$ cat src/rtl/fp_add_arbiter_if.sv
`default_nettype none
// ============================================================================
//  fp_add_arbiter_if
//  Requester, adder and control bundle for the shared FP add/sub arbiter.
//  Rev 1.0
// ============================================================================
interface fp_add_arbiter_if #(
    parameter int NUM_REQ = 4
);
    logic [NUM_REQ-1:0]    req_valid;
    logic [NUM_REQ-1:0]    req_ready;
    logic [NUM_REQ*32-1:0] req_a;
    logic [NUM_REQ*32-1:0] req_b;
    logic [NUM_REQ-1:0]    req_sub;
    logic [NUM_REQ-1:0]    rsp_valid;
    logic [31:0]           rsp_data;
    logic                  rsp_exc;
    logic [31:0]           add_a;
    logic [31:0]           add_b;
    logic                  add_sub;
    logic [31:0]           add_result;
    logic                  add_exception;
    logic                  drain;
    logic                  drained;
    logic                  busy;
    logic [NUM_REQ-1:0]    exc_sticky;
    logic [NUM_REQ-1:0]    exc_clear;

    modport slave (
        input  req_valid, req_a, req_b, req_sub, add_result, add_exception,
               drain, exc_clear,
        output req_ready, rsp_valid, rsp_data, rsp_exc, add_a, add_b, add_sub,
               drained, busy, exc_sticky
    );

    modport master (
        output req_valid, req_a, req_b, req_sub, add_result, add_exception,
               drain, exc_clear,
        input  req_ready, rsp_valid, rsp_data, rsp_exc, add_a, add_b, add_sub,
               drained, busy, exc_sticky
    );
endinterface
`default_nettype wire

$ cat src/rtl/fp_add_arbiter.sv
`default_nettype none
// ============================================================================
//  fp_add_arbiter
//  Round-robin sharing of one pipelined FP add/sub unit with tagged returns.
//  Rev 1.0
// ============================================================================
module fp_add_arbiter #(
    parameter int NUM_REQ       = 4,
    parameter int ADDER_LATENCY = 5,
    parameter int EXC_LATENCY   = 1
) (
    input  logic             clk,
    input  logic             rst_n,
    fp_add_arbiter_if.slave  bus
);
    localparam int                  c_idx_w   = $clog2(NUM_REQ);
    localparam int                  c_exc_dly = ADDER_LATENCY - EXC_LATENCY;
    localparam logic [c_idx_w-1:0]  c_last    = c_idx_w'(NUM_REQ - 1);
    localparam logic [c_idx_w:0]    c_num     = (c_idx_w + 1)'(NUM_REQ);

    logic [c_idx_w-1:0] r_ptr;
    logic [c_idx_w:0]   w_cand;
    logic               w_found;
    logic [c_idx_w-1:0] w_win_idx;
    logic               w_accept;
    logic [NUM_REQ-1:0] w_grant;
    logic [31:0]        w_sel_a;
    logic [31:0]        w_sel_b;
    logic               w_sel_sub;

    logic [31:0]        r_add_a;
    logic [31:0]        r_add_b;
    logic               r_add_sub;
    logic [ADDER_LATENCY:0] r_tag_vld;
    logic [c_idx_w-1:0] r_tag_idx [ADDER_LATENCY+1];
    logic               r_drained;
    logic [NUM_REQ-1:0] r_sticky;

    logic               w_out_vld;
    logic [c_idx_w-1:0] w_out_tag;
    logic               w_exc_aligned;
    logic [NUM_REQ-1:0] w_rsp_valid;
    logic               w_rsp_exc;
    logic               w_busy;

    // Search starts at the rr pointer and wraps, so the first hit is the winner.
    always_comb begin
        w_found   = 1'b0;
        w_win_idx = '0;
        w_cand    = '0;
        for (int k = 0; k < NUM_REQ; k++) begin
            w_cand = {1'b0, r_ptr} + (c_idx_w + 1)'(k);
            if (w_cand >= c_num) begin
                w_cand = w_cand - c_num;
            end
            if (!w_found && bus.req_valid[w_cand[c_idx_w-1:0]]) begin
                w_found   = 1'b1;
                w_win_idx = w_cand[c_idx_w-1:0];
            end
        end
    end

    assign w_accept = w_found & ~bus.drain & rst_n;

    always_comb begin
        w_grant   = '0;
        w_sel_a   = '0;
        w_sel_b   = '0;
        w_sel_sub = 1'b0;
        for (int i = 0; i < NUM_REQ; i++) begin
            if (w_win_idx == c_idx_w'(i)) begin
                w_sel_a   = bus.req_a[i*32 +: 32];
                w_sel_b   = bus.req_b[i*32 +: 32];
                w_sel_sub = bus.req_sub[i];
                w_grant[i] = w_accept;
            end
        end
    end

    always_ff @(posedge clk or negedge rst_n) begin
        if (!rst_n) begin
            r_ptr     <= '0;
            r_add_a   <= '0;
            r_add_b   <= '0;
            r_add_sub <= 1'b0;
        end else if (w_accept) begin
            r_ptr     <= (w_win_idx == c_last) ? '0 : w_win_idx + 1'b1;
            r_add_a   <= w_sel_a;
            r_add_b   <= w_sel_b;
            r_add_sub <= w_sel_sub;
        end
    end

    // Tag pipeline is one deeper than the adder: the operand register is stage 0.
    always_ff @(posedge clk or negedge rst_n) begin
        if (!rst_n) begin
            r_tag_vld <= '0;
            for (int i = 0; i <= ADDER_LATENCY; i++) begin
                r_tag_idx[i] <= '0;
            end
        end else begin
            r_tag_vld[0] <= w_accept;
            r_tag_idx[0] <= w_win_idx;
            for (int i = 1; i <= ADDER_LATENCY; i++) begin
                r_tag_vld[i] <= r_tag_vld[i-1];
                r_tag_idx[i] <= r_tag_idx[i-1];
            end
        end
    end

    generate
        if (c_exc_dly > 0) begin : g_exc_dly
            logic [c_exc_dly-1:0] r_exc_pipe;
            always_ff @(posedge clk or negedge rst_n) begin
                if (!rst_n) begin
                    r_exc_pipe <= '0;
                end else begin
                    r_exc_pipe[0] <= bus.add_exception;
                    for (int i = 1; i < c_exc_dly; i++) begin
                        r_exc_pipe[i] <= r_exc_pipe[i-1];
                    end
                end
            end
            assign w_exc_aligned = r_exc_pipe[c_exc_dly-1];
        end else begin : g_exc_nodly
            assign w_exc_aligned = bus.add_exception;
        end
    endgenerate

    assign w_out_vld = r_tag_vld[ADDER_LATENCY];
    assign w_out_tag = r_tag_idx[ADDER_LATENCY];
    assign w_rsp_exc = w_out_vld & w_exc_aligned;
    assign w_busy    = (|r_tag_vld) | w_accept;

    always_comb begin
        w_rsp_valid = '0;
        if (w_out_vld) begin
            w_rsp_valid[w_out_tag] = 1'b1;
        end
    end

    // A new exception on the same bit outranks a clear arriving in that cycle.
    always_ff @(posedge clk or negedge rst_n) begin
        if (!rst_n) begin
            r_sticky  <= '0;
            r_drained <= 1'b0;
        end else begin
            r_sticky  <= (r_sticky & ~bus.exc_clear) | (w_rsp_valid & {NUM_REQ{w_rsp_exc}});
            r_drained <= bus.drain & ~w_busy;
        end
    end

    assign bus.req_ready  = w_grant;
    assign bus.rsp_valid  = w_rsp_valid;
    assign bus.rsp_data   = w_out_vld ? bus.add_result : 32'd0;
    assign bus.rsp_exc    = w_rsp_exc;
    assign bus.add_a      = r_add_a;
    assign bus.add_b      = r_add_b;
    assign bus.add_sub    = r_add_sub;
    assign bus.busy       = w_busy;
    assign bus.drained    = r_drained;
    assign bus.exc_sticky = r_sticky;
endmodule
`default_nettype wire

$ cat src/flat_wrapper.sv
// flat-port wrapper written by rule: the top's interface ports become plain ports
module fp_add_arbiter_flat 
#(
    parameter int NUM_REQ       = 4,
    parameter int ADDER_LATENCY = 5,
    parameter int EXC_LATENCY   = 1
)
  (clk, rst_n, bus_req_valid, bus_req_a, bus_req_b, bus_req_sub, bus_add_result, bus_add_exception, bus_drain, bus_exc_clear, bus_req_ready, bus_rsp_valid, bus_rsp_data, bus_rsp_exc, bus_add_a, bus_add_b, bus_add_sub, bus_drained, bus_busy, bus_exc_sticky);
  fp_add_arbiter_if #(.NUM_REQ(NUM_REQ)) bus_i ();
  input  logic clk;
  input  logic rst_n;
  input wire logic [$bits(bus_i.req_valid)-1:0] bus_req_valid;
  input wire logic [$bits(bus_i.req_a)-1:0] bus_req_a;
  input wire logic [$bits(bus_i.req_b)-1:0] bus_req_b;
  input wire logic [$bits(bus_i.req_sub)-1:0] bus_req_sub;
  input wire logic [$bits(bus_i.add_result)-1:0] bus_add_result;
  input wire logic [$bits(bus_i.add_exception)-1:0] bus_add_exception;
  input wire logic [$bits(bus_i.drain)-1:0] bus_drain;
  input wire logic [$bits(bus_i.exc_clear)-1:0] bus_exc_clear;
  output wire logic [$bits(bus_i.req_ready)-1:0] bus_req_ready;
  output wire logic [$bits(bus_i.rsp_valid)-1:0] bus_rsp_valid;
  output wire logic [$bits(bus_i.rsp_data)-1:0] bus_rsp_data;
  output wire logic [$bits(bus_i.rsp_exc)-1:0] bus_rsp_exc;
  output wire logic [$bits(bus_i.add_a)-1:0] bus_add_a;
  output wire logic [$bits(bus_i.add_b)-1:0] bus_add_b;
  output wire logic [$bits(bus_i.add_sub)-1:0] bus_add_sub;
  output wire logic [$bits(bus_i.drained)-1:0] bus_drained;
  output wire logic [$bits(bus_i.busy)-1:0] bus_busy;
  output wire logic [$bits(bus_i.exc_sticky)-1:0] bus_exc_sticky;
  assign bus_i.req_valid = bus_req_valid;
  assign bus_i.req_a = bus_req_a;
  assign bus_i.req_b = bus_req_b;
  assign bus_i.req_sub = bus_req_sub;
  assign bus_i.add_result = bus_add_result;
  assign bus_i.add_exception = bus_add_exception;
  assign bus_i.drain = bus_drain;
  assign bus_i.exc_clear = bus_exc_clear;
  assign bus_req_ready = bus_i.req_ready;
  assign bus_rsp_valid = bus_i.rsp_valid;
  assign bus_rsp_data = bus_i.rsp_data;
  assign bus_rsp_exc = bus_i.rsp_exc;
  assign bus_add_a = bus_i.add_a;
  assign bus_add_b = bus_i.add_b;
  assign bus_add_sub = bus_i.add_sub;
  assign bus_drained = bus_i.drained;
  assign bus_busy = bus_i.busy;
  assign bus_exc_sticky = bus_i.exc_sticky;
  fp_add_arbiter #(.NUM_REQ(NUM_REQ), .ADDER_LATENCY(ADDER_LATENCY), .EXC_LATENCY(EXC_LATENCY)) u_core (.clk(clk), .rst_n(rst_n), .bus(bus_i));
endmodule
$ cat config.mk
export PLATFORM = sky130hd
export DESIGN_NAME = fp_add_arbiter_flat
export DESIGN_NICKNAME = d
export VERILOG_FILES = /design/src/rtl/fp_add_arbiter_if.sv /design/src/rtl/fp_add_arbiter.sv /design/src/flat_wrapper.sv
export SDC_FILE = /design/constraint.sdc
export NUM_CORES = 1
export LEC_CHECK = 0
export ABC_AREA = 1
export CAP_MARGIN = 20
export CORE_AREA = 2 2 160 162
export DETAILED_ROUTE_END_ITERATION = 7
export DIE_AREA = 0 0 162 164
export PLACE_DENSITY = 0.64
export SYNTH_ARGS = -nofsm -noshare
export SYNTH_HDL_FRONTEND = slang
export SYNTH_SLANG_ARGS = --single-unit
export TNS_END_PERCENT = 50
$ cat constraint.sdc
create_clock -name clk -period 5.79 [get_ports clk]
set_clock_uncertainty 0.15 [all_clocks]
set_input_delay 1.158 -clock clk [delete_from_list [all_inputs] [get_ports clk]]
set_output_delay 1.158 -clock clk [all_outputs]
set_load 0.005 [all_outputs]
==> results of run 1 <==
## layer usage
metal	routed length (µm)	part of all wire, %	up-vias	GRT usage [%]
li1	-	-	3629	-
met1	9360	40	3178	19.0
met2	11700	50	273	30.6
met3	2040	8.6	27	5.18
met4	522	2.2	0	5.63
met5	0	0	-	0
## Yosys cell counts
library cell,n,area (µm²)
nand2_1,473,1780
o21ai_0,127,636
dfrtp_1,94,2350
a21oi_1,65,325
inv_1,55,206
clkbuf_1,42,158
buf_2,12,60.1
nor2_1,10,37.5
o21ai_1,10,50.1
nand3_1,6,30.0
ha_1,4,50.1
inv_2,4,15.0
nor3_1,4,20.0
buf_1,3,11.3
buf_6,3,33.8
buf_4,1,7.51
nand2_2,1,6.26
nand2_4,1,11.3
nand3_2,1,10.0
nor2_2,1,6.26
nor3b_1,1,7.51
nor4_1,1,6.26
## how the worst min path moves through the flow
| stage | from | endpoint | slack [ns] | cells after the start |
|---|---|---|---|---|
| 4_1_cts | u_core.g_exc_dly.r_exc_pipe[1] | u_core.g_exc_dly.r_exc_pipe[2] | 0.20 | 0 |
| 2_1_floorplan | u_core.g_exc_dly.r_exc_pipe[0] | u_core.g_exc_dly.r_exc_pipe[1] | 0.18 | 0 |
| 3_3_place_gp | u_core.r_tag_idx[9] | u_core.r_tag_idx[7] | 0.18 | 0 |
| 3_5_place_dp | u_core.g_exc_dly.r_exc_pipe[1] | u_core.g_exc_dly.r_exc_pipe[2] | 0.18 | 0 |
| 6_report | u_core.r_tag_idx[3] | u_core.w_out_tag[1] | 0.20 | 0 |
| 5_1_grt | u_core.r_tag_idx[3] | u_core.w_out_tag[1] | 0.20 | 0 |
## power by group through the flow
| stage | clock [µW] | combinational, µW | sequential, µW |
|---|---|---|---|
| floorplan | 0 | 2680 | 1060 |
| detailed placement | 0 | 4280 | 1070 |
| global route | 656 | 4810 | 1100 |
| CTS | 628 | 4300 | 1070 |
| global placement | 0 | 4250 | 1070 |
| finish | 600 | 4230 | 1060 |
## cell families (layout without fill, tap and decap cells)
logic type               after synthesis  after routing  share of synthesized area [%]
AO/OA/AOI/OAI                        202            202                           17.4
buffers and inverters                120            501                           8.46
flip-flops                            94             94                           40.4
adder cells (fa/ha/maj)                4              4                          0.861
AND/OR/NAND/NOR                      499            499                           32.9
## layout make-up
class / count / share of cell area [%]
tap: 330 / 3.93
multi-input combinational: 705 / 28.5
timing repair buffer: 426 / 40.3
clock inverter: 7 / 0.702
sequential: 94 / 22.4
inverter: 59 / 2.11
clock buffer: 9 / 2.14
## through the flow
step	total power, µW	area, µm²
2_1_floorplan	3740	5820
3_3_place_gp	5310	10200
3_5_place_dp	5360	10200
4_1_cts	5990	10500
5_1_grt	6560	10500
6_report	5890	10500
## flip-flops by register name (all words and copies together) (netlist names)
name and cells:
u_core.r_tag_vld 6, u_core.bus.add_b 32, u_core.bus.add_a 32, u_core.g_exc_dly.r_exc_pipe 4, u_core.bus.exc_sticky 4, u_core.bus.drained 1
u_core.r_tag_idx 10, u_core.r_ptr 2, u_core.w_out_tag 2, u_core.bus.add_sub 1
==> metrics.md, run 1 <==
| Metric | Value |
|---|---|
| Post-DP HPWL | `17400 µm` |
| Hold Path Class | `register to register` |
| Fill cell count | `2615` |
| Max-slew headroom | `32.9%` |
| Non-Filler Instances | `1630` |
| Final Routed Wirelength | `23600 µm` |
| CP top delay family | `buffers and inverters` |
| Clock Sink Count | `94` |
| Final WS setup | `0.880 ns` |
| Worst vdd ir | `552 µV` |
| Reg-to-Reg End | `u_core.bus.add_b[21]` |
| CP max-delay cell | `clkdlybuf4s50_1` |
| Fin nets | `1603` |
| First-pass GRT wire length | `35300 µm` |
| Row count | `58` |
| RR Startpoint | `u_core.r_ptr[0]` |
| Root buf cell | `clkbuf_16` |
| Die X | `162 µm` |
| Syn nets | `1227` |
| H-tree Lvls | `3` |
| Fin crit share | `84.8%` |
| Largest net degree at the start of global routing | `72` |
| DRC | `0` |
| Placed Cells | `1614` |
| Setup bufs post-CTS | `0` |
| Warnings from Yosys | `0` |
| Most common cell on crit path | `nor2_1` |
| CP peak stage delay | `0.58 ns` |
| CP Class | `input pin to output port` |
| CP Cell Sequence | `clkdlybuf4s50_1, inv_1, nand2_1, nand3_1, nand2_1, nor2_2, nand3_1, inv_1, nor2_1, nor2_1, ha_2, inv_2, nor2_1, clkdlybuf4s50_1` |
| Status | `completed` |
| Req. time, crit path | `4.48 ns` |
| GPL Wtd Cong | `0.862` |
| Top Ports | `416` |
| Latest clock arrival within the worst-skew pair | `0.35 ns` |
| Pwr/cell area | `560 nW/µm²` |
| Worst Path Buf+Inv | `5` |
| Post-CTS sizing | `0` |
| CTS tree | `done` |
| Vias in the first global route | `6826` |
| Combinational share of power | `71.8%` |
| Flop pwr share | `18.1%` |
| Ant diodes | `0` |
| Worst-margin pin slew | `1.01 ns` |
| Final min period | `4.91 ns` |
| Max-slew violations | `0` |
| Multi-input logic area | `3000 µm²` |
| Worst-path clk slew | `0.07 ns` |
| Fmax | `204 MHz` |
| Vias per cell | `4.36` |
| DR pass1 iterations | `6` |
| Switching Fraction | `51.2%` |
| Register area share after synthesis | `40.4%` |
| Syn Inst Count | `919` |
| Max_cap viols | `0` |
| CTS Buf Count | `9` |
| Bufs on Longest Clock Path | `2` |
| Crit. Startpoint | `bus_req_valid[3]` |
| Routed Antenna Nets | `0` |
| Final setup viols | `0` |
| Psw | `3020 µW` |
| Power share of the clock group | `10.2%` |
| CP endpoint | `bus_req_ready[2]` |
| FF+latch count, synth | `94` |
| Proportion of layout cells with a drive suffix above 1 | `3.08%` |
| Critical Path Stages | `14` |
| Via Count | `7107` |
| FF/Latch Area | `2350 µm²` |
| CP Launch Type | `input pin` |
| Max FO, Critical Path | `3` |
| Setup TNS | `0 ns` |
| Layout Area Growth over Synthesis | `80.8%` |
| Cell variety after synth | `22` |
| Total track usage | `16.9%` |
| DR WL/cell | `14.5 µm` |
| R2R depth | `18` |
| Most frequent cells in the layout | `nand2_1, clkdlybuf4s50_1, o21ai_0` |
| Dpl ws | `0.849 ns` |
| Hold WS | `0.200 ns` |
| R2R Setup Slk | `1.83 ns` |
| Commonest non-fill, non-tap cell in the layout | `nand2_1` |
| Crit. End Element | `output port` |
| First-iteration detailed-routing DRC count | `354` |
| Static Leak | `0.00489 µW` |
| Initial antenna violation count | `0` |
| Hold_buf cts | `0` |
| Worst EP arrival | `3.60 ns` |
| Initial Utilization | `23.4%` |
| Unrepaired setup endpoints after global routing | `false` |
| Die area | `26600 µm²` |
| Floorplan core area | `24800 µm²` |
| Synth Area per Inst | `6.33 µm²` |
| Port Buffers | `415` |
| Synthesized area | `5820 µm²` |
| Hold Vio Cnt, Final | `0` |
| Aggregate global routing overflow | `0` |
| Die H | `164 µm` |
| Internal | `2880 µW` |
| Fin util | `42.4%` |
Power figures use the tool's default switching activity.
==> run 2: changes to the inputs <==
==> constraint.sdc (replaced) <==
create_clock -name clk -period 4.8 [get_ports clk]
set_clock_uncertainty 0.15 [all_clocks]
set_input_delay 0.96 -clock clk [delete_from_list [all_inputs] [get_ports clk]]
set_output_delay 0.96 -clock clk [all_outputs]
set_load 0.005 [all_outputs]
==> run 2 against run 1 <==
Net effect:
- cell area rose by 0.20%
- total power grew 21%
- cell count increased by 0.12%
- critical endpoint unchanged
- sequential share of layout area barely moved
- die area unchanged
- first-iteration DRC count rose by 8.5%
- highest routed layer unchanged
- clock power increased by 21%
- utilization up 0.086 points
- count of clock-buffer cells in the layout did not move
- largest power group unchanged
- hold slack is essentially flat
- flip-flop and latch count unchanged
- critical path depth did not move
==> metrics.md, run 2 (synthesis gave the netlist of run 1 again) <==
| Metric | Value |
|---|---|
| Status | `completed` |
| Post-CTS sizing | `0` |
| CTS tree | `done` |
| Fill cell count | `2586` |
| FF/Latch Area | `2350 µm²` |
| Total track usage | `17.2%` |
| GPL Wtd Cong | `0.856` |
| Setup bufs post-CTS | `0` |
| Fin crit share | `93.3%` |
| Largest net degree at the start of global routing | `97` |
| Most frequent cells in the layout | `nand2_1, clkdlybuf4s50_1, o21ai_0` |
| Psw | `3640 µW` |
| Die H | `164 µm` |
| Initial antenna violation count | `0` |
| Commonest non-fill, non-tap cell in the layout | `nand2_1` |
| Req. time, crit path | `3.69 ns` |
| R2R depth | `17` |
| Setup TNS | `0 ns` |
| Max FO, Critical Path | `3` |
| Hold_buf cts | `0` |
| RR Startpoint | `u_core.r_ptr[0]` |
| Worst-margin pin slew | `0.838 ns` |
| Die X | `162 µm` |
| Power share of the clock group | `10.2%` |
| Port Buffers | `415` |
| DRC | `0` |
| Vias per cell | `4.34` |
| Aggregate global routing overflow | `0` |
| Bufs on Longest Clock Path | `2` |
| CP Class | `input pin to output port` |
| Die area | `26600 µm²` |
| First-iteration detailed-routing DRC count | `384` |
| Fmax | `223 MHz` |
| Hold Vio Cnt, Final | `0` |
| CP Launch Type | `input pin` |
| Hold Path Class | `register to register` |
| Ant diodes | `0` |
| Worst vdd ir | `500 µV` |
| Placed cell area | `10200 µm²` |
| Vias in the first global route | `6925` |
| Final min period | `4.48 ns` |
| Switching Fraction | `51.2%` |
| Final setup viols | `0` |
| Tot Pwr | `7120 µW` |
| Reg-to-Reg End | `u_core.bus.add_b[31]` |
| Combinational share of power | `71.8%` |
| Worst-path clk slew | `0.07 ns` |
| Root buf cell | `clkbuf_16` |
| Final Routed Wirelength | `23500 µm` |
| Final instance area | `10500 µm²` |
| Pwr/cell area | `675 nW/µm²` |
| Static Leak | `0.00490 µW` |
| Row count | `58` |
| Fin nets | `1605` |
| Worst hold path startpoint | `u_core.r_tag_idx[2]` |
| Internal | `3470 µW` |
| Top Ports | `416` |
| CP endpoint | `bus_req_ready[2]` |
| Max_cap viols | `0` |
| Crit. End Element | `output port` |
| Max-slew violations | `0` |
| Multi-input logic area | `3000 µm²` |
| R2R Setup Slk | `1.10 ns` |
| Initial Utilization | `23.4%` |
| H-tree Lvls | `3` |
| Via Count | `7089` |
| Floorplan core area | `24800 µm²` |
| DR WL/cell | `14.4 µm` |
| Fin util | `42.5%` |
| Clock Sink Count | `94` |
| Flop pwr share | `18.0%` |
| Unrepaired setup endpoints after global routing | `false` |
| CTS Buf Count | `9` |
| DR pass1 iterations | `6` |
| Latest clock arrival within the worst-skew pair | `0.34 ns` |
| Max-slew headroom | `44.1%` |
| Crit. Startpoint | `bus_req_valid[3]` |
| First-pass GRT wire length | `35900 µm` |
| Proportion of layout cells with a drive suffix above 1 | `3.23%` |
| Post-DP HPWL | `17400 µm` |
| Routed Antenna Nets | `0` |
| Worst EP arrival | `3.37 ns` |
| Layout Area Growth over Synthesis | `81.2%` |
[run 2: worst min-delay path by stage]
stage / to / slack, ns / depth (start not counted)
6_report: u_core.w_out_tag[0] / 0.20 / 0
2_1_floorplan: u_core.g_exc_dly.r_exc_pipe[1] / 0.18 / 0
3_3_place_gp: u_core.r_tag_idx[2] / 0.18 / 0
4_1_cts: u_core.r_tag_idx[2] / 0.20 / 0
5_1_grt: u_core.g_exc_dly.r_exc_pipe[2] / 0.21 / 0
3_5_place_dp: u_core.g_exc_dly.r_exc_pipe[3] / 0.18 / 0
[run 2: layout make-up]
class	count	area share, %
repair buffers	428	40.3
clock buffers	9	2.14
well taps	330	3.92
multi-input cells	705	28.4
inverters	59	2.10
flip-flops and latches	94	22.3
clock inverters	7	0.760
[run 2: critical path: stages]
cell             delay, ns
clkdlybuf4s50_1       0.42
inv_1                 0.08
nand2_1               0.07
nand3_1               0.12
nand2_1               0.09
nor2_2                0.17
nand3_1               0.10
inv_1                 0.09
nor2_1                0.04
nor2_1                0.26
ha_2                  0.25
inv_2                 0.04
nor2_1                0.09
clkdlybuf4s50_1       0.57
[run 2: power by group through the flow]
stage	Clock (µW)	Sequential (µW)	Combinational (µW)
2_1_floorplan	0	1280	3240
3_3_place_gp	0	1280	5120
3_5_place_dp	0	1290	5170
4_1_cts	764	1280	5190
5_1_grt	793	1320	5830
6_report	728	1280	5110
[run 2: through the flow]
step	cells	setup WS (ns)	hold slack, ns
after global routing	1632	0.0214	0.205
after CTS	1632	0.270	0.202
after floorplan	919	1.02	0.181
final	1632	0.320	0.201
after detailed placement	1616	0.280	0.185
after global placement	1616	0.327	0.182
[run 2: routing by layer]
| metal | up-vias | share of wire (%) | track usage, % |
|---|---|---|---|
| met5 | - | 0 | 0 |
| met4 | 0 | 2.8 | 5.99 |
| met3 | 37 | 8.5 | 5.58 |
| met2 | 282 | 50 | 32.1 |
| met1 | 3146 | 39 | 18.1 |
| li1 | 3624 | - | - |
==> run 3: changes to the inputs <==
--- a/config.mk
+++ b/config.mk
@@ -11,6 +11,7 @@
 export DETAILED_ROUTE_END_ITERATION = 7
 export DIE_AREA = 0 0 162 164
 export PLACE_DENSITY = 0.64
+export SLEW_MARGIN = 20
 export SYNTH_ARGS = -nofsm -noshare
 export SYNTH_HDL_FRONTEND = slang
 export SYNTH_SLANG_ARGS = --single-unit
==> results of run 3 <==
Final layout, timing and power as in run 2 (identical DEF).
